<file path="src/rtl/sig_delay_line.sv">
// Multi-channel programmable delay line with optional minimum-pulse stretch.
// Delays each channel by 0..DEPTH clock cycles and can widen short pulses to MIN_PULSE cycles.
module sig_delay_line #(
  parameter  int WIDTH     = 4,
  parameter  int DEPTH     = 8,
  parameter  int MIN_PULSE = 3,
  localparam int SELW      = $clog2(DEPTH + 1)
) (
  input  logic             clk_i,
  input  logic             rst_i,
  input  logic [WIDTH-1:0] a_i,
  input  logic [SELW-1:0]  dly_sel_i,
  input  logic             stretch_en_i,
  output logic [WIDTH-1:0] z_o,
  output logic             busy_o
);

  localparam int CNTW = $clog2(MIN_PULSE + 1);

  typedef logic [CNTW-1:0] cnt_t;

  logic [WIDTH-1:0] stage_q [DEPTH];
  logic [WIDTH-1:0] stage_d [DEPTH];
  cnt_t             cnt_q   [WIDTH];
  cnt_t             cnt_d   [WIDTH];
  logic [WIDTH-1:0] raw_q;
  logic [WIDTH-1:0] raw_d;

  logic [SELW-1:0]  tapSel;
  logic [WIDTH-1:0] raw;
  logic [WIDTH-1:0] rise;
  logic [WIDTH-1:0] cntNz;
  logic             stageNz;

  // Out-of-range selections saturate to the deepest tap.
  always_comb begin
    tapSel = dly_sel_i;
    if (dly_sel_i > SELW'(DEPTH)) begin
      tapSel = SELW'(DEPTH);
    end
  end

  // Tap mux: zero selects the combinational bypass, otherwise stage d-1.
  always_comb begin
    raw = a_i;
    for (int k = 0; k < DEPTH; k++) begin
      if (tapSel == SELW'(k + 1)) begin
        raw = stage_q[k];
      end
    end
  end

  always_comb begin
    stage_d[0] = a_i;
    for (int k = 1; k < DEPTH; k++) begin
      stage_d[k] = stage_q[k-1];
    end
  end

  // Stretch counters: a rising edge reloads, otherwise count down to zero; disabled means cleared.
  always_comb begin
    rise  = raw & ~raw_q;
    raw_d = raw;
    for (int i = 0; i < WIDTH; i++) begin
      cntNz[i] = (cnt_q[i] != '0);
      cnt_d[i] = cnt_q[i];
      if (!stretch_en_i) begin
        cnt_d[i] = '0;
      end else if (rise[i]) begin
        cnt_d[i] = cnt_t'(MIN_PULSE - 1);
      end else if (cntNz[i]) begin
        cnt_d[i] = cnt_q[i] - cnt_t'(1);
      end
    end
  end

  always_comb begin
    stageNz = 1'b0;
    for (int k = 0; k < DEPTH; k++) begin
      stageNz = stageNz | (|stage_q[k]);
    end
  end

  always_ff @(posedge clk_i or posedge rst_i) begin
    if (rst_i) begin
      for (int k = 0; k < DEPTH; k++) begin
        stage_q[k] <= '0;
      end
      for (int i = 0; i < WIDTH; i++) begin
        cnt_q[i] <= '0;
      end
      raw_q <= '0;
    end else begin
      for (int k = 0; k < DEPTH; k++) begin
        stage_q[k] <= stage_d[k];
      end
      for (int i = 0; i < WIDTH; i++) begin
        cnt_q[i] <= cnt_d[i];
      end
      raw_q <= raw_d;
    end
  end

  // Reset gates the output so the bypass path cannot leak a while rst is high.
  assign z_o    = rst_i ? '0 : (raw | ({WIDTH{stretch_en_i}} & cntNz));
  assign busy_o = stageNz | (|cntNz);

endmodule

</file>
<file path="config.mk">
export PLATFORM = sky130hd
export DESIGN_NAME = sig_delay_line
export DESIGN_NICKNAME = d
export VERILOG_FILES = /design/src/rtl/sig_delay_line.sv
export SDC_FILE = /design/constraint.sdc
export NUM_CORES = 1
export LEC_CHECK = 0
export BUFFER_PORTS_ARGS = -buffer_cell sky130_fd_sc_hd__buf_2
export CORE_UTILIZATION = 30
export DETAILED_ROUTE_END_ITERATION = 6
export PLACE_DENSITY = 0.47
export SYNTH_ARGS = -nofsm -noshare
export SYNTH_HDL_FRONTEND = slang
export SYNTH_SLANG_ARGS = --single-unit
</file>
<file path="constraint.sdc">
create_clock -name clk_i -period 3.9 [get_ports clk_i]
set_clock_uncertainty 0.2 [all_clocks]
set_input_delay 0.585 -clock clk_i [delete_from_list [all_inputs] [get_ports clk_i]]
set_output_delay 0.585 -clock clk_i [all_outputs]
set_load 0.1 [all_outputs]
</file>
# == After elaboration in Yosys (flattened, before gate mapping) ==
# Cells that the tools add are included.
# op_classes
addsub,4
n_mul,0
div_mod_pow,0
n_lt_le_gt_ge,1
n_eq_ne,12
shift,0
mux,22
bitwise_logic,12
reduce_logical,13
# ops
operator,n
2-to-1 mux 4 bit,10
OR reduction 4 bit,9
2-to-1 mux 2 bit,12
== test 4 x 3 -> 1 bit (second input constant),4
!= test 3 x 1 -> 1 bit (second input constant),4
bitwise AND 4 bit,2
== test 4 x 2 -> 1 bit (second input constant),2
bitwise OR 1 bit,8
nonzero test 2 bit,4
subtractor 2 x 1 -> 2 bit (second input constant),4
== test 4 x 1 -> 1 bit (second input constant),1
== test 4 bit (second input constant),1
> comparator 4 bit (second input constant),1
inverter 4 bit,1
bitwise OR 4 bit,1
# word_totals
register_bits,44
latchBits,0
mem_bits_rw,0
romBits,0
inputBits,11
output_inout_bits,5
mem_count,0

# == Logic depth before layout (Yosys ltp) ==
# Gate-level depths: netlist of the first run.
# depth
ltp_word,14
depth_mapped,6
mapped_depth_nobuf,6

# == Least setup slack after synthesis of the first run ==
# Ideal clock, no wire load.
# synth_timing
path_kind,in2out
start,input port dly_sel_i[1]
end,output port z_o[0]
arrival_ps,3620
path_slack_ps,-505
path_stages,4
path_buffers,1
cell_sequence,buf_6 > mux2i_1 > o221a_1 > a311oi_1
# synth_between
elab_chain_cells,13
word_cells_on_any_way,20
cone_classes,1 x order compare; 8 x eq/ne; 10 x mux; 1 x bitwise
# synth_rtl
item,line,rtl
start: declaration,12,"input logic [SELW-1:0] dly_sel_i,"
> comparator 4 bit,38,if (dly_sel_i > SELW'(DEPTH)) begin
2-to-1 mux 4 bit (*),38,
== test 4 x 1 -> 1 bit,47,if (tapSel == SELW'(k + 1)) begin
2-to-1 mux 4 bit (7 in series),47,
2-to-1 mux 4 bit (*),47,
bitwise OR 4 bit (*),105,assign z_o = rst_i ? '0 : (raw | ({WIDTH{stretch_en_i}} & cntNz));
2-to-1 mux 4 bit (*),105,
end: declaration,14,"output logic [WIDTH-1:0] z_o,"
# Mark *: on every way between the ends. The rest lies on a longest branch, timed or not.

# == Worst setup path after layout of the first run ==
# Same ends and word-level chain as after synthesis.

==> flow_metrics.tcl, run 1 <==
set metrics [dict create \
    clock.fmax_mhz 330.4 \
    floorplan.initialDensity_pct 31.37 \
    synthArstFlopShare_pct 100.0 \
    leakage_nw 0.9770 \
    ff2ff_path_depth 4 \
    crit_fanout 17 \
    cts.hold.buffers_added 0 \
    worst_path_dominant_cell_family "buffers and inverters" \
    hold_viol_final 0 \
    place_hpwl_um 3474 \
    cts_resized 0 \
    crit_type "input pin to output pin" \
    vias 1510 \
    nFillCells 711 \
    final_max_slew_viol_count 0 \
    cts_setup_buffers 0 \
    antenna_found_initial 0 \
    netlist_area_sq_um 2155 \
    startpoint_type "input pin" \
    syn_avg_cell_area_sq_um 11.22 \
    crit_top_cell "buf_2" \
    power_density_nw_per_um2 487.5 \
    die_area_sq_um 7525 \
    period_needed_ns 3.027 \
    synth_nets 207 \
    ir_drop_mv 0.1445 \
    grt_overflow 0 \
    required_ns 3.12 \
    cts_tree "yes" \
    syn_inst 192 \
    chipHeight_um 86.75 \
    setup_viol 0 \
    coreArea_sq_um 6869 \
    drc_errors 0 \
    numCtsBuffers 5 \
    cts.sinks 44 \
    yosysWarnings 0 \
    grt_pass1_vias 1503 \
    holdWs_ns 0.1125 \
    place.port_buffers 15 \
    clkTransAtPathRegs_ns 0.08 \
    timing.rr.start "stage_d[4]" \
    crit_start "dly_sel_i[1]" \
    critPathArrivalTime_ns 2.24 \
    wirelength_um 4669 \
    synthFlopType "dfrtp_1" \
    num_rows 30 \
    multi_input_area_sq_um 957.2 \
    antenna_cells 0 \
    wire_per_inst_um 15.31 \
    ys_seq_elements 44 \
    worst_pin_slew_ns 0.6221 \
    relSlewSlack_pct 58.14 \
    boundaryPins 16 \
    grt_max_degree 28 \
    final_common_cell "dfrtp_1" \
    cts_buffer_depth 2 \
    cp_slowest_cell "buf_2" \
    timing.max_cap.violations 0 \
    clk_latency_ns 0.30 \
    status "finished, final reports clean" \
    synth-seq-area-share_pct 51.10 \
    post_drt_via_cell_ratio 4.951 \
    gp_congestion 0.7594 \
    grt.total_usage_pct 13.78 \
    area_delta_synth_final_pct 10.98 \
    die_x_um 86.75 \
    hp-class "input pin to asynchronous set/reset pin" \
    end_kind "output pin" \
    post-route-period-util_pct 77.61 \
    crit_buf_inv 2 \
    path_cells "buf_2 > mux2i_1 > o21ai_0 > o211ai_1 > a311oi_2 > buf_2" \
    rsz0062_at_grt "no" \
    ant_nets 0 \
    grt_pass1_wl_um 7721 \
    root_buffer "clkbuf_8" \
    drt_pass1_iterations 4 \
    synth_edf_count 0 \
    final.setup.tns_ns 0 \
    yosysUniqueCellTypes 41 \
    cts_max_level 2 \
    layout-drive-gt1-share_pct 19.14 \
    r2r-end "cnt_q[7]" \
    critPathMaxStageDelay_ns 0.46 \
    regArea_sq_um 1101 \
    layout_common_cells "dfrtp_1, buf_2, inv_1, nand2_1, mux2i_1" \
    nets 224 \
    drtIter0Drc 90 \
    r2r_slack_ns 2.28 \
]
-- metal layers --
layer	up-vias	wire (um)	part of all wire [%]	track usage, %
met5	-	0	0	0
met4	0	48	1.0	4.545
met3	4	152	3.3	3.333
met2	24	1971	42	19.48
met1	745	2496	53	20.52
li1	737	-	-	-
-- worst max path at each step --
stage	endpoint	slack, ns	depth (start not counted)
after floorplan	z_o[2]	0.42	6
after global placement	z_o[0]	0.93	6
after detailed placement	z_o[0]	0.90	6
after CTS	z_o[0]	0.90	6
after global routing	z_o[2]	0.77	6
final	z_o[0]	0.87	6
-- through the flow --
step / std cells / util (%) / area (sq um) / total power [mW] / worst slack (ns)
after detailed placement: 298 / 33.68 / 2313 / 0.9078 / 0.8984
after global placement: 298 / 33.68 / 2313 / 0.9088 / 0.9320
final: 305 / 34.81 / 2391 / 1.166 / 0.8731
after CTS: 305 / 34.81 / 2391 / 1.183 / 0.8983
after global routing: 305 / 34.81 / 2391 / 1.238 / 0.7685
after floorplan: 192 / - / 2173 / 0.8410 / 0.4221
-- logic make-up (layout without fill, tap and decap cells) --
| kind of cell | count (synthesis) | in the layout | share of synthesized area, % |
|---|---|---|---|
| xor gates and xnor gates | 4 | 4 | 1.626 |
| and+or+nand+nor | 61 | 61 | 17.71 |
| AOI/OAI and AO/OA | 48 | 48 | 16.78 |
| muxes | 11 | 11 | 5.111 |
| adders and majority gates | 4 | 4 | 2.323 |
| DFF | 44 | 44 | 51.10 |
| buffers and inverters | 20 | 37 | 5.342 |
-- synthesized netlist by cell type (3+ instances only) --
master     instances  area share, %
a21oi_1            8            1.9
ha_1               4            2.3
or2_1              4            1.2
o221a_1            3            1.6
o2111a_1           4            2.1
inv_1             14            2.4
o21ai_0            9            2.1
dfrtp_1           44             51
nor3_1             4           0.93
mux2i_1           11            5.1
nor3_2             5            2.3
o31a_1             3            1.2
o21ai_1            6            1.4
nand2_1           12            2.1
xnor2_1            4            1.6
nand2b_1           7            2.0
o211ai_1           3            1.0
nor4_1             8            2.3
nor2b_1            4            1.2
nand4bb_1          5            2.6
nor2_1             5           0.87
buf_6              3            1.6
-- where the power goes --
part	internal (mW)	switching (mW)
sequential	0.508	0.0326
clock	0.122	0.147
combinational	0.143	0.213
total	0.773	0.393
-- state kept, by name (all words and copies together), names as in the netlist --
register	count
cnt_q	8
raw_q	4
stage_d	28
stage_q	4
-- final cells by class --
cell class | count | area share (%)
clock buffers | 6 | 3.035
clock inverters | 1 | 0.2093
inverters | 14 | 2.198
multi-input cells | 128 | 40.03
flip-flops and latches | 44 | 46.05
well taps | 96 | 5.024
repair buffers | 16 | 3.454
Note: power is estimated with default switching activity, not from simulation.
==> run 2: changes to the inputs <==
--- a/config.mk
+++ b/config.mk
@@ -8,7 +8,7 @@
 export BUFFER_PORTS_ARGS = -buffer_cell sky130_fd_sc_hd__buf_2
 export CORE_UTILIZATION = 30
 export DETAILED_ROUTE_END_ITERATION = 6
-export PLACE_DENSITY = 0.47
+export PLACE_DENSITY = 0.48
 export SYNTH_ARGS = -nofsm -noshare
 export SYNTH_HDL_FRONTEND = slang
 export SYNTH_SLANG_ARGS = --single-unit
==> constraint.sdc (replaced) <==
create_clock -name clk_i -period 2.58 [get_ports clk_i]
set_clock_uncertainty 0.2 [all_clocks]
set_input_delay 0.387 -clock clk_i [delete_from_list [all_inputs] [get_ports clk_i]]
set_output_delay 0.387 -clock clk_i [all_outputs]
set_load 0.1 [all_outputs]
==> flow_metrics.tcl, run 2 (synthesis gave the netlist of run 1 again) <==
set metrics [dict create \
    clkPwrFrac_pct 24.5 \
    gp_congestion 0.7547 \
    startpoint_type "input pin" \
    swShare_pct 34.39 \
    period_needed_ns 2.496 \
    cts_setup_buffers 0 \
    grt_overflow 0 \
    place_hpwl_um 3700 \
    path_cells "buf_2 > mux2i_1 > o221ai_1 > a21oi_1 > a221oi_4 > buf_12" \
    regArea_sq_um 1101 \
    r2r-end "cnt_q[7]" \
    chipHeight_um 86.75 \
    wire_per_inst_um 15.76 \
    grt_pass1_vias 1589 \
    crit_type "input pin to output pin" \
    required_ns 1.99 \
    die_x_um 86.75 \
    worst_path_dominant_cell_family "compound AO/OA/AOI/OAI gates" \
    leakage_nw 1.031 \
    multi_input_area_sq_um 1010 \
    critPathMaxStageDelay_ns 0.36 \
    cts_max_level 2 \
    coreArea_sq_um 6869 \
    area_delta_synth_final_pct 19.63 \
    grt_max_degree 29 \
    place.port_buffers 15 \
    cts_buffer_depth 2 \
    crit_start "dly_sel_i[1]" \
    setup_viol 0 \
    r2r_slack_ns 0.94 \
    cts_tree "yes" \
    whs_path_depth 1 \
    nets 230 \
    worstHoldStart "a_i[0]" \
    whs_endpoint "stage_d[24]" \
    boundaryPins 16 \
    power_density_nw_per_um2 740.1 \
    drc_errors 0 \
    nFillCells 682 \
    rsz0062_at_grt "no" \
    worst_pin_slew_ns 0.3525 \
    crit_buf_inv 2 \
    clk_latency_ns 0.30 \
    hold_viol_final 0 \
    holdWs_ns 0.02359 \
    final_common_cell "dfrtp_1" \
    num_rows 30 \
    post-route-period-util_pct 96.75 \
    relSlewSlack_pct 75.83 \
    end_kind "output pin" \
    post_drt_via_cell_ratio 4.994 \
    final_max_slew_viol_count 0 \
    preCtsSetupSlack_ns 0.1564 \
    vias 1558 \
    cts.sinks 44 \
    numCtsBuffers 5 \
    hp-class "input pin to flop" \
    die_area_sq_um 7525 \
    floorplan.initialDensity_pct 31.37 \
    layout-drive-gt1-share_pct 22.69 \
    timing.rr.start "stage_d[4]" \
    seqPwrFrac_pct 42.8 \
    status "finished, final reports clean" \
    drtIter0Drc 95 \
    ir_drop_mv 0.2117 \
    ff2ff_path_depth 4 \
    ant_nets 0 \
    p_int_mw 1.252 \
    critPathArrivalTime_ns 1.91 \
    cp_slowest_cell "o221ai_1" \
    antenna_cells 0 \
    power.switching_mw 0.6560 \
    clkTransAtPathRegs_ns 0.09 \
    crit_fanout 13 \
    timing.final.ws_setup_ns 0.08387 \
    layout_common_cells "dfrtp_1, inv_1, nand2_1, mux2i_1, buf_2" \
    timing.max_cap.violations 0 \
    root_buffer "clkbuf_8" \
    drt_pass1_iterations 4 \
    largest_register_ffs 28 \
    pwr-share-comb_pct 32.7 \
    grt_pass1_wl_um 8321 \
    antenna_found_initial 0 \
    grt.total_usage_pct 14.65 \
    wirelength_um 4918 \
    clock.fmax_mhz 400.6 \
]
-- run 2: cell count changes in the layout (fill, tap and decap cells not counted), sizes merged --
| cell | change |
|---|---|
| dlygate4sd3 | +1 |
| clkinv | -1 |
| clkinvlp | +3 |
| inv | -1 |
| buf | +5 |
-- run 2: metrics by stage --
stage | cells | area, sq um | total power, mW | utilization, % | TNS [ns]
detailed placement | 303 | 2455 | 1.451 | 35.74 | 0
global route | 312 | 2577 | 2.028 | 37.52 | 0
finish | 312 | 2577 | 1.908 | 37.52 | 0
global placement | 303 | 2455 | 1.443 | 35.74 | 0
CTS | 312 | 2575 | 1.933 | 37.49 | 0
floorplan | 192 | 2217 | 1.292 | - | -0.0008071
-- run 2: how the worst max path moves through the flow --
stage	endpoint	depth (start not counted)	slack [ns]
2_1_floorplan	z_o[2]	6	-0.0008
3_3_place_gp	z_o[2]	6	0.18
3_5_place_dp	z_o[2]	6	0.16
4_1_cts	z_o[0]	7	0.07
5_1_grt	z_o[0]	7	0.004
6_report	z_o[2]	6	0.08
-- run 2: cell type report --
cell class                      instances  area share (%)
Sequential cell                        44           42.72
Multi-Input combinational cell        128           39.17
Tap cell                               96           4.660
Clock buffer                            6           3.204
Clock inverter                          2          0.5825
Timing Repair Buffer                   22           7.476
Inverter                               14           2.184
-- run 2: power groups by stage --
stage	logic (mW)	clock network (mW)	registers, mW
after global routing	0.693	0.507	0.829
after floorplan	0.474	0	0.818
after global placement	0.612	0	0.831
after CTS	0.634	0.481	0.817
after detailed placement	0.620	0	0.831
final	0.624	0.468	0.816
-- run 2: repair_timing --
| action | 4_1_cts | 5_1_grt |
|---|---|---|
| hold endpoints to repair | 3 | 0 |
| hold buffers | 1 | 0 |
| setup endpoints to repair | 1 | 1 |
| resized for setup | 2 | 2 |
-- run 2: per-layer routing --
layer	GRT usage (%)	up-vias	share of wire, %
li1	-	752	-
met1	21.67	772	55
met2	21.07	25	41
met3	3.143	9	2.7
met4	5.000	0	1.7
met5	0	-	0
==> run 3: changes to the inputs <==
--- a/config.mk
+++ b/config.mk
@@ -6,9 +6,10 @@
 export NUM_CORES = 1
 export LEC_CHECK = 0
 export BUFFER_PORTS_ARGS = -buffer_cell sky130_fd_sc_hd__buf_2
+export CORE_MARGIN = 3
 export CORE_UTILIZATION = 30
 export DETAILED_ROUTE_END_ITERATION = 6
-export PLACE_DENSITY = 0.48
+export PLACE_DENSITY = 0.47
 export SYNTH_ARGS = -nofsm -noshare
 export SYNTH_HDL_FRONTEND = slang
 export SYNTH_SLANG_ARGS = --single-unit
==> constraint.sdc (replaced) <==
create_clock -name clk_i -period 3.1 [get_ports clk_i]
set_clock_uncertainty 0.2 [all_clocks]
set_input_delay 0.465 -clock clk_i [delete_from_list [all_inputs] [get_ports clk_i]]
set_output_delay 0.465 -clock clk_i [all_outputs]
set_load 0.1 [all_outputs]
==> flow_metrics.tcl, run 3 (synthesis gave the netlist of run 1 again) <==
set metrics [dict create \
    numCtsBuffers 5 \
    period_needed_ns 2.794 \
    end_kind "output pin" \
    grt_overflow 0 \
    final_max_slew_viol_count 0 \
    r2r_slack_ns 1.44 \
    cts.sinks 44 \
    antenna_cells 0 \
    grt_pass1_wl_um 8162 \
    clkTransAtPathRegs_ns 0.08 \
    root_buffer "clkbuf_8" \
    area_delta_synth_final_pct 13.82 \
    leakage_nw 0.9941 \
    drtIter0Drc 116 \
    drc_errors 0 \
    grt_pass1_vias 1559 \
    hold_viol_final 0 \
    critPathArrivalTime_ns 2.13 \
    layout_common_cells "dfrtp_1, buf_2, inv_1, nand2_1, mux2i_1" \
    crit_fanout 13 \
    multi_input_area_sq_um 985.9 \
    boundaryPins 16 \
    largest_register_ffs 28 \
    cts_max_level 2 \
    worst_pin_slew_ns 0.6088 \
    cts_resized 0 \
    final_common_cell "dfrtp_1" \
    timing.max_cap.violations 0 \
    coreArea_sq_um 6869 \
    cts_tree "yes" \
    nets 226 \
    vias 1505 \
    grt.total_usage_pct 12.62 \
    startpoint_type "input pin" \
    post-route-period-util_pct 90.14 \
    clk_latency_ns 0.29 \
    chipHeight_um 90.75 \
    fin_area_sq_um 2452 \
    nFillCells 718 \
    power_density_nw_per_um2 607.9 \
    wire_per_inst_um 15.91 \
    cts_buffer_depth 2 \
    ir_drop_mv 0.1710 \
    die_x_um 90.75 \
    grt_max_degree 27 \
    setup_viol 0 \
    status "finished, final reports clean" \
    hp-class "input pin to flop" \
    place.port_buffers 15 \
    wirelength_um 4883 \
    relSlewSlack_pct 59.04 \
    post_drt_via_cell_ratio 4.902 \
    antenna_found_initial 0 \
    floorplan.initialDensity_pct 31.37 \
    drt_pass1_iterations 4 \
    placed_cell_area_sq_um 2365 \
    gp_congestion 0.7236 \
    clock.fmax_mhz 357.9 \
    ant_nets 0 \
    crit_type "input pin to output pin" \
    die_area_sq_um 8235 \
    rsz0062_at_grt "no" \
    layout-drive-gt1-share_pct 19.43 \
    regArea_sq_um 1101 \
    holdWs_ns 0.1018 \
    required_ns 2.43 \
    num_rows 30 \
    place_hpwl_um 3694 \
]
run 3: path summary, 6_finish.rpt:
| path | startpoint | endpoint | cells after the start |
|---|---|---|---|
| min reg2reg | stage_d[18] | stage_d[14] | 0 |
| min | a_i[0] | stage_d[24] | 1 |
| max reg2reg | stage_d[4] | cnt_q[7] | 4 |
| min in group asynchronous | rst_i | raw_q[1] | 3 |
| max | rst_i | z_o[1] | 6 |
| max in group asynchronous | rst_i | stage_d[4] | 4 |
run 3: repair_timing:
| action | in CTS | in global routing |
|---|---|---|
| buffers inserted | 0 | 0 |
| hold buffers | 1 | 0 |
| hold endpoints to repair | 9 | 0 |
run 3: stage by stage:
step                      TNS [ns]  instances  utilization [%]  total power, mW  setup WS (ns)
after floorplan           -0.04540        192                -            1.071       -0.04540
after global placement           0        299            34.43            1.164         0.3190
after detailed placement         0        299            34.43            1.168         0.3226
after CTS                        0        307            35.70            1.515         0.2795
after global routing             0        307            35.70            1.599         0.1429
final                            0        307            35.70            1.491         0.3057
run 3: layout make-up:
type | count | share of cell area [%]
Clock inverter | 1 | 0.2041
Inverter | 14 | 2.143
Clock buffer | 6 | 2.959
Sequential cell | 44 | 44.90
Tap cell | 96 | 4.898
Multi-Input combinational cell | 128 | 40.20
Timing Repair Buffer | 18 | 4.694
run 3: critical path: stages:
cell,delay (ns)
dlygate4sd3_1,0.54
buf_2,0.16
inv_2,0.24
nand2_1,0.15
a31oi_4,0.14
buf_2,0.44
run 3: per-layer routing:
layer / track usage, % / part of all wire (%)
met4: 4.209 / 0.78
met1: 18.34 / 51
met2: 18.10 / 44
met3: 3.250 / 3.6
met5: 0 / 0
run 3: report_power, final:
part           leakage (nW)  internal, mW  total [mW]  switching, mW
registers             0.521         0.639       0.680         0.0408
logic                 0.432         0.192       0.473          0.281
clock network        0.0410         0.153       0.338          0.184
total                 0.994         0.984        1.49          0.507
